### config.mk
export PLATFORM = sky130hd
export DESIGN_NAME = alu_mul_seq_flat
export DESIGN_NICKNAME = d
export VERILOG_FILES = /design/src/rtl/alu_mul_seq_if.sv /design/src/rtl/alu_mul_seq.sv /design/src/flat_wrapper.sv
export SDC_FILE = /design/constraint.sdc
export NUM_CORES = 1
export LEC_CHECK = 0
export ABC_AREA = 1
export CAP_MARGIN = 20
export CORE_UTILIZATION = 50
export DETAILED_ROUTE_END_ITERATION = 7
export PLACE_DENSITY = 0.95
export SLEW_MARGIN = 30
export SYNTH_ARGS = -nofsm -noshare
export SYNTH_HDL_FRONTEND = slang
export SYNTH_SLANG_ARGS = --single-unit
### constraint.sdc
create_clock -name clk -period 5.45 [get_ports clk]
set_input_delay 1.635 -clock clk [delete_from_list [all_inputs] [get_ports clk]]
set_output_delay 1.635 -clock clk [all_outputs]
set_load 0.03 [all_outputs]
### src/rtl/alu_mul_seq_if.sv
// alu_mul_seq_if: groups the operand/result handshakes and the shared ALU
// drive/return lines of the multiply sequencer.
// Handshake rule: a transfer happens on a rising clk edge where valid and
// ready are both high; valid, once raised, holds its payload stable until
// that edge, and ready never depends combinationally on valid.
interface alu_mul_seq_if #(
   parameter int WORD_SIZE = 32
);
   logic                 in_valid;
   logic                 in_ready;
   logic [WORD_SIZE-1:0] in_a;
   logic [WORD_SIZE-1:0] in_b;
   logic                 out_valid;
   logic                 out_ready;
   logic [WORD_SIZE-1:0] out_result;
   logic [WORD_SIZE-1:0] alu_arg_a;
   logic [WORD_SIZE-1:0] alu_arg_b;
   logic [3:0]           alu_sel;
   logic [WORD_SIZE-1:0] alu_result;

   // Sequencer side.
   modport slave (
      input  in_valid, in_a, in_b, out_ready, alu_result,
      output in_ready, out_valid, out_result, alu_arg_a, alu_arg_b, alu_sel
   );

   // Requester / consumer / ALU side.
   modport master (
      output in_valid, in_a, in_b, out_ready, alu_result,
      input  in_ready, out_valid, out_result, alu_arg_a, alu_arg_b, alu_sel
   );
endinterface

### src/rtl/alu_mul_seq.sv
// alu_mul_seq: multi-cycle shift-and-add multiplier that borrows the shared
// combinational ALU for one ADD per clock while busy. Produces the low
// WORD_SIZE bits of in_a*in_b (same bits for signed and unsigned operands).
// Optional build macro MUL_EARLY_EXIT_EN: leave RUN as soon as no multiplier
// bits remain above bit 0, giving a RUN length set by the highest set bit.
// o_state exposes the FSM state (0=IDLE, 1=RUN, 2=DONE) for observation.
module alu_mul_seq #(
   parameter int WORD_SIZE = 32
) (
   input  logic                clk,
   input  logic                rst_n,
   alu_mul_seq_if.slave        bus,
   output logic [1:0]          o_state
);
   localparam int CW = $clog2(WORD_SIZE);

   typedef enum logic [1:0] {
      S_IDLE = 2'd0,
      S_RUN  = 2'd1,
      S_DONE = 2'd2
   } state_t;

   state_t               r_state;
   state_t               w_next;
   logic [WORD_SIZE-1:0] r_acc;
   logic [WORD_SIZE-1:0] r_mcand;
   logic [WORD_SIZE-1:0] r_mplier;
   logic [WORD_SIZE-1:0] r_result;
   logic [CW-1:0]        r_count;
   logic                 w_run_last;

   // Decide whether the current RUN cycle is the final shift-add step.
   always_comb begin
`ifdef MUL_EARLY_EXIT_EN
      w_run_last = (r_count == CW'(WORD_SIZE - 1)) || ((r_mplier >> 1) == '0);
`else
      w_run_last = (r_count == CW'(WORD_SIZE - 1));
`endif
   end

   // State register.
   always_ff @(posedge clk) begin
      if (!rst_n) r_state <= S_IDLE;
      else        r_state <= w_next;
   end

   // Next-state logic; in_valid outside IDLE and out_ready outside DONE are ignored.
   always_comb begin
      w_next = r_state;
      case (r_state)
         S_IDLE:  if (bus.in_valid) w_next = S_RUN;
         S_RUN:   if (w_run_last)   w_next = S_DONE;
         S_DONE:  if (bus.out_ready) w_next = S_IDLE;
         default: w_next = S_IDLE;
      endcase
   end

   // Outputs decoded from registered state only (ALU owned only during RUN).
   always_comb begin
      bus.in_ready  = 1'b0;
      bus.out_valid = 1'b0;
      bus.alu_sel   = 4'h0;
      bus.alu_arg_a = '0;
      bus.alu_arg_b = '0;
      case (r_state)
         S_IDLE: bus.in_ready = rst_n;
         S_RUN: begin
            bus.alu_sel   = 4'h1;
            bus.alu_arg_a = r_acc;
            bus.alu_arg_b = r_mplier[0] ? r_mcand : '0;
         end
         S_DONE:  bus.out_valid = 1'b1;
         default: ;
      endcase
   end

   // Datapath: load operands, one shift-add per RUN cycle, latch the product.
   always_ff @(posedge clk) begin
      if (!rst_n) begin
         r_acc    <= '0;
         r_mcand  <= '0;
         r_mplier <= '0;
         r_count  <= '0;
         r_result <= '0;
      end else begin
         case (r_state)
            S_IDLE: begin
               if (bus.in_valid) begin
                  r_acc    <= '0;
                  r_mcand  <= bus.in_a;
                  r_mplier <= bus.in_b;
                  r_count  <= '0;
               end
            end
            S_RUN: begin
               r_acc    <= bus.alu_result;
               r_mcand  <= r_mcand << 1;
               r_mplier <= r_mplier >> 1;
               r_count  <= r_count + 1'b1;
               if (w_run_last) r_result <= bus.alu_result;
            end
            S_DONE: begin
               if (bus.out_ready) r_result <= '0;
            end
            default: ;
         endcase
      end
   end

   assign bus.out_result = r_result;
   assign o_state        = r_state;
endmodule

### src/flat_wrapper.sv
// flat-port wrapper written by rule: the top's interface ports become plain ports
module alu_mul_seq_flat 
#(
   parameter int WORD_SIZE = 32
)
  (clk, rst_n, o_state, bus_in_valid, bus_in_a, bus_in_b, bus_out_ready, bus_alu_result, bus_in_ready, bus_out_valid, bus_out_result, bus_alu_arg_a, bus_alu_arg_b, bus_alu_sel);
  alu_mul_seq_if #(.WORD_SIZE(WORD_SIZE)) bus_i ();
  input  logic clk;
  input  logic rst_n;
  output logic [1:0] o_state;
  input wire logic [$bits(bus_i.in_valid)-1:0] bus_in_valid;
  input wire logic [$bits(bus_i.in_a)-1:0] bus_in_a;
  input wire logic [$bits(bus_i.in_b)-1:0] bus_in_b;
  input wire logic [$bits(bus_i.out_ready)-1:0] bus_out_ready;
  input wire logic [$bits(bus_i.alu_result)-1:0] bus_alu_result;
  output wire logic [$bits(bus_i.in_ready)-1:0] bus_in_ready;
  output wire logic [$bits(bus_i.out_valid)-1:0] bus_out_valid;
  output wire logic [$bits(bus_i.out_result)-1:0] bus_out_result;
  output wire logic [$bits(bus_i.alu_arg_a)-1:0] bus_alu_arg_a;
  output wire logic [$bits(bus_i.alu_arg_b)-1:0] bus_alu_arg_b;
  output wire logic [$bits(bus_i.alu_sel)-1:0] bus_alu_sel;
  assign bus_i.in_valid = bus_in_valid;
  assign bus_i.in_a = bus_in_a;
  assign bus_i.in_b = bus_in_b;
  assign bus_i.out_ready = bus_out_ready;
  assign bus_i.alu_result = bus_alu_result;
  assign bus_in_ready = bus_i.in_ready;
  assign bus_out_valid = bus_i.out_valid;
  assign bus_out_result = bus_i.out_result;
  assign bus_alu_arg_a = bus_i.alu_arg_a;
  assign bus_alu_arg_b = bus_i.alu_arg_b;
  assign bus_alu_sel = bus_i.alu_sel;
  alu_mul_seq #(.WORD_SIZE(WORD_SIZE)) u_core (.clk(clk), .rst_n(rst_n), .bus(bus_i), .o_state(o_state));
endmodule
==> results of run 1 <==
-- worst min-delay path by stage --
stage | start | end | slack (ps) | cells after the start
6_report | u_core.r_acc[4] | u_core.r_acc[4] | 460 | 2
5_1_grt | u_core.r_acc[30] | u_core.r_acc[30] | 470 | 2
4_1_cts | u_core.r_acc[4] | u_core.r_acc[4] | 460 | 2
3_5_place_dp | u_core.r_acc[4] | u_core.r_acc[4] | 450 | 2
3_3_place_gp | u_core.r_acc[4] | u_core.r_acc[4] | 450 | 2
2_1_floorplan | u_core.r_acc[0] | u_core.r_acc[0] | 440 | 2
-- cells in the final DEF (no fill, tap or decap), types with 7 or more instances in the layout --
cell type	instances
sky130_fd_sc_hd__nand2_1	316
sky130_fd_sc_hd__clkdlybuf4s50_1	199
sky130_fd_sc_hd__nor2_1	157
sky130_fd_sc_hd__dfxtp_1	135
sky130_fd_sc_hd__inv_1	90
sky130_fd_sc_hd__a21oi_1	80
sky130_fd_sc_hd__nand4_1	33
sky130_fd_sc_hd__nand3_1	30
sky130_fd_sc_hd__clkbuf_16	17
sky130_fd_sc_hd__o21ai_0	13
sky130_fd_sc_hd__buf_4	8
sky130_fd_sc_hd__clkbuf_1	7
-- state kept, by name (all words and copies together) (netlist names) --
signal	cells
u_core.bus.out_result	32
u_core.r_acc	32
u_core.r_mcand	32
u_core.r_mplier	32
u_core.r_count	5
u_core.o_state	2
-- final cells by class --
| type | instances | area share (%) |
|---|---|---|
| multi-input cells | 640 | 31.3 |
| clock inverters | 5 | 0.586 |
| inverters | 95 | 4.21 |
| clock buffers | 25 | 5.45 |
| flip-flops and latches | 135 | 31.6 |
| repair buffers | 210 | 24.7 |
| well taps | 143 | 2.10 |
-- metrics by stage --
step                      worst slack (ps)  total power [mW]  cell area [um2]  cells
after detailed placement              1150              1.41             8020   1223
after floorplan                       1290              1.28             6080    936
after CTS                             1130              2.42             8540   1253
after global routing                   999              2.51             8540   1253
final                                 1140              2.41             8540   1253
after global placement                1110              1.39             7990   1222
-- layer usage --
metal / vias to the layer above / track usage (%) / part of all wire [%] / routed length (um)
met5: - / 0 / 0 / 0
met4: 0 / 15.6 / 3.9 / 675
met3: 51 / 6.37 / 6.1 / 1050
met2: 221 / 46.8 / 48 / 8270
met1: 2872 / 33.5 / 42 / 7210
li1: 3189 / - / - / -
-- synth_stat cells (all sizes together) --
cell type / n / area [um2]
ha: 2 / 25.0
a21oi: 80 / 400
clkinv: 1 / 5.00
nand3: 30 / 150
o21ai: 14 / 70.1
nand4: 33 / 206
dfxtp: 135 / 2700
conb: 1 / 3.75
buf: 38 / 244
nand2: 318 / 1200
nor2: 158 / 596
clkbuf: 28 / 105
nor3: 2 / 10.0
inv: 94 / 353
-- power breakdown --
| part | internal, mW | switching (mW) | total [mW] |
|---|---|---|---|
| logic | 0.137 | 0.192 | 0.330 |
| registers | 1.03 | 0.0255 | 1.06 |
| clock network | 0.630 | 0.393 | 1.02 |
-- worst max-delay path: cells and delay by family --
family        cells  cell delay [ps]
simple gates      1              200
buf+inv           3              840
-- cells by family after synthesis --
logic type / Yosys count / synth area share, %
buffers and inverters: 161 / 11.6
adder cells (fa/ha/maj): 2 / 0.412
flip-flops: 135 / 44.5
AND/OR/NAND/NOR: 541 / 35.6
AO/OA/AOI/OAI: 94 / 7.75
other: 1 / 0.0618
==> metrics.txt, run 1 <==
class of the worst hold path=reg2reg; utilization after layout=73.5%; initial antenna violation count=0; category of the critical setup timing path=in2out; number of gates resized after CTS=0; clock tree sinks=approximately 140; final sum of negative setup slack=0 ps; status=finished with violations; number of buffers between clock root and the deepest sink=2; largest net degree at the start of global routing=98; number of nets still failing antenna checks after routing=0; first-iteration detailed-routing DRC count=550; Reg2Reg Setup Slack=about 3100 ps; Critical path origin=rst_n; number of remaining DRC errors=8; longest individual stage delay on the worst path=around 560 ps; Syn. warnings=0; vias after detailed routing=roughly 6300; number of port buffers=200; maximum clock frequency=between 0.2 and 0.25 GHz; Power Density=283 mW/mm2; quantity of hold-fixing buffers added after cts=0; critical register-to-register path endpoint=u_core.r_mplier[9]; final period utilization=about 79%; Die H=about 110 um; Layout Nets=between 1000 and 1500; Root Buffer Master=sky130_fd_sc_hd__clkbuf_16; Max Cap Viol=0; effective utilization at floorplan=a little over half; detailed-router iteration count before antenna repair=7; crit path max fanout=2; termination of the worst setup path=bus_in_ready; die area=0.0126 mm2; ordered cell list for the critical path=clkdlybuf4s50_1 > inv_2 > nor3_1 > buf_4; worst slew pin tran=roughly 910 ps; Leak=3.49 nW; IO Pins=a little over 200; crit end category=primary output; total clock buffers created by CTS=17; failing checks=DRC; number of inserted diodes=0; half-perimeter wire length after placement=roughly 11000 um; post-layout minimum cycle time=approximately 4300 ps; Final Hold Slack=459 ps; instance count of the mapped netlist=approximately 930; number of endpoints failing setup at the final stage=0; clock-pin slew reported for the worst setup and hold paths after clock tree synthesis=approximately 50 ps; Data arrival, critical path=2680 ps; buffers inserted by post-CTS timing repair=0; mapped cell area=0.00607 mm2; TritonCTS clock tree=built; kind of start point of the critical path=input pin; required time at the worst-slack endpoint=roughly 3800 ps; Die Span X=~110 um; average vias per placed instance=about 5.1; area growth from synthesis to layout=40.7%; post-detailed-route wirelength per cell=approximately 14 um; area used by multi-input combinational logic=0.00267 mm2; startpoint of the most critical register-to-register path=u_core.o_state[1]; FF-to-FF path depth=10; number of max-slew violations in the final report=0; library cells used by synthesis=21; number of inserted filler cells in the final layout=~900; placer congestion estimate=~0.82; standard cell with the maximum stage delay on the critical path=sky130_fd_sc_hd__clkdlybuf4s50_1; worst vdd rail ir drop=between 0.2 and 0.25 mV; final hold violations=0; # H-tree levels=4; final wirelength=17200 um; Max-Slew Margin vs Limit=slightly below 40%; Synth Register Bits=between 100 and 150; Avg Cell Area, Syn=between 6 and 7 um2; wire length of the first global-routing pass=around 28000 um; storage element area=0.00270 mm2; clk_lat worst skew=~410 ps; via count of the first global-routing pass=about 6000; share of post-route cells with drive strength above 1=between 3 and 4%; row count=39; setup clock skew after layout=7.28 ps; GRT overflow=0; fraction of the yosys area taken by sequential cells=around 45%; RSZ-0062 raised after global routing=false; core footprint=about 0.012 mm2; GR Util All Layers=approximately 28%
Note: power is estimated with default switching activity, not from simulation.
==> run 2, diff against run 1 <==
--- a/config.mk
+++ b/config.mk
@@ -7,9 +7,9 @@
 export LEC_CHECK = 0
 export ABC_AREA = 1
 export CAP_MARGIN = 20
-export CORE_UTILIZATION = 50
+export CORE_UTILIZATION = 42
 export DETAILED_ROUTE_END_ITERATION = 7
-export PLACE_DENSITY = 0.95
+export PLACE_DENSITY = 0.86
 export SLEW_MARGIN = 30
 export SYNTH_ARGS = -nofsm -noshare
 export SYNTH_HDL_FRONTEND = slang
==> constraint.sdc (replaced) <==
create_clock -name clk -period 3.7 [get_ports clk]
set_input_delay 1.11 -clock clk [delete_from_list [all_inputs] [get_ports clk]]
set_output_delay 1.11 -clock clk [all_outputs]
set_load 0.03 [all_outputs]
==> metrics.txt, run 2 (synthesis results as in run 1) <==
cell internal pwr=a little under 3 mW; commonest non-fill, non-tap cell in the layout=sky130_fd_sc_hd__nand2_1; placer congestion estimate=between 0.8 and 0.9; Layout Nets=~1200; worst vdd rail ir drop=0.284 mV; portion of total power attributed to combinational logic=between 10% and 20%; switching component of the power=0.916 mW; average vias per placed instance=between 4 and 5; Layout Cell Area excl Fill=roughly 0.0087 mm2; number of port buffers=200; number of inserted filler cells in the final layout=around 1200; TritonCTS clock tree=built; placed instance count=between 1000 and 1500; Leak=roughly 3.6 nW; detailed-router iteration count before antenna repair=5; number of inserted diodes=0; setup clock skew after layout=around 8.6 ps; Final Total Pwr=between 3 and 4 mW; initial antenna violation count=0; area used by multi-input combinational logic=0.00267 mm2; kind of start point of the critical path=register; number of buffers between clock root and the deepest sink=2; post-detailed-route wirelength per cell=approximately 13 um; half-perimeter wire length after placement=11000 um; number of nets still failing antenna checks after routing=0; buffers plus inverters on the worst setup path=2; storage element area=0.00270 mm2; Die H=between 100 and 150 um; Data arrival, critical path=2380 ps; cell family contributing the most delay on the critical path=buffers and inverters; share of post-route cells with drive strength above 1=under 10%; worst slew pin tran=836 ps; number of max-slew violations in the final report=0; final wirelength=17000 um; row count=43; category of the critical setup timing path=reg2out; post-layout worst setup margin=about 210 ps; standard cell with the maximum stage delay on the critical path=sky130_fd_sc_hd__clkdlybuf4s50_1; maximum clock frequency=between 0.2 and 0.3 GHz; cell area after placement=0.00805 mm2; vias after detailed routing=about 6400; setup slack at placement=407 ps; buffers inserted by post-CTS timing repair=0; via count of the first global-routing pass=5823; total clock buffers created by CTS=17; status=finished clean; wire length of the first global-routing pass=roughly 27000 um; most used cells in the layout excluding fill and tap cells=sky130_fd_sc_hd__nand2_1 (316), sky130_fd_sc_hd__clkdlybuf4s50_1 (190), sky130_fd_sc_hd__nor2_1 (157); Die Span X=about 120 um; longest individual stage delay on the worst path=680 ps; # H-tree levels=4; GRT overflow=0; required time at the worst-slack endpoint=2590 ps; class of the worst hold path=reg2reg; Final Hold Slack=459 ps; Root Buffer Master=sky130_fd_sc_hd__clkbuf_16; final period utilization=about 94%; GR Util All Layers=between 20% and 30%; clock share of power=between 40 and 50%; core footprint=0.0140 mm2; clock tree sinks=~140; die area=approximately 0.015 mm2; first-iteration detailed-routing DRC count=around 450; clk_lat worst skew=410 ps; post-layout minimum cycle time=roughly 3500 ps; clock-pin slew reported for the worst setup and hold paths after clock tree synthesis=about 60 ps; final sum of negative setup slack=0 ps; ordered cell list for the critical path=nand2_2 > inv_4 > nand2_1 > nor2_1 > clkdlybuf4s50_1; Power Density=about 440 mW/mm2; sequential share of power=approximately two fifths; IO Pins=approximately 200; Max-Slew Margin vs Limit=44.3%; crit path max fanout=49; number of gates resized after CTS=0; area growth from synthesis to layout=42.9%; RSZ-0062 raised after global routing=false; quantity of hold-fixing buffers added after cts=0; final hold violations=0; non-filler instance count after layout=~1300; number of remaining DRC errors=0; effective utilization at floorplan=43.4%; Max Cap Viol=0; largest net degree at the start of global routing=98; utilization after layout=62.0%; switching share of total power=between 20% and 30%; crit end category=primary output; number of endpoints failing setup at the final stage=0
==> run 2: cell count changes in the layout (fill, tap and decap cells not counted), sizes merged <==
| cell | delta |
|---|---|
| clkinvlp | +1 |
| clkinv | -1 |
| clkdlybuf4s50 | -9 |
| buf | +12 |
| inv | +1 |
| clkbuf | -3 |
| bufinv | +3 |
==> run 2: final timing paths <==
check                            start                        end  slack [ps]  depth (start not counted)
min          u_core.bus.out_result[29]  u_core.bus.out_result[29]         460                          2
min reg2reg  u_core.bus.out_result[29]  u_core.bus.out_result[29]         460                          2
max reg2reg          u_core.o_state[0]        u_core.r_mplier[27]        1450                          7
max                  u_core.o_state[0]          bus_alu_arg_b[21]         210                          5
==> run 2: cell type report <==
type | instances | share of cell area, %
clock buffer | 22 | 5.47
clock inverter | 9 | 1.70
inverter | 95 | 4.14
multi-input combinational | 640 | 30.8
sequential | 135 | 31.2
tap | 180 | 2.60
timing repair buffer | 213 | 24.1
==> run 2: power by group through the flow <==
stage	Sequential (mW)	Combinational (mW)	Clock, mW
after global placement	1.59	0.474	0
after detailed placement	1.59	0.480	0
final	1.56	0.484	1.77
after floorplan	1.58	0.297	0
after CTS	1.56	0.484	1.80
after global routing	1.57	0.540	1.87
==> run 2: routing by layer <==
metal  routed length, um  GRT usage (%)  up-vias
met5                   0              0        -
met2                8240           37.3      229
li1                    -              -     3211
met4                 579           12.2        0
met1                7190           29.3     2869
met3                 972           4.97       43
==> run 2: tightest hold or removal path: stages, from the launching register on <==
cell and delay [ps]:
sky130_fd_sc_hd__dfxtp_1 300, sky130_fd_sc_hd__nand2_1 60, sky130_fd_sc_hd__a21oi_1 50
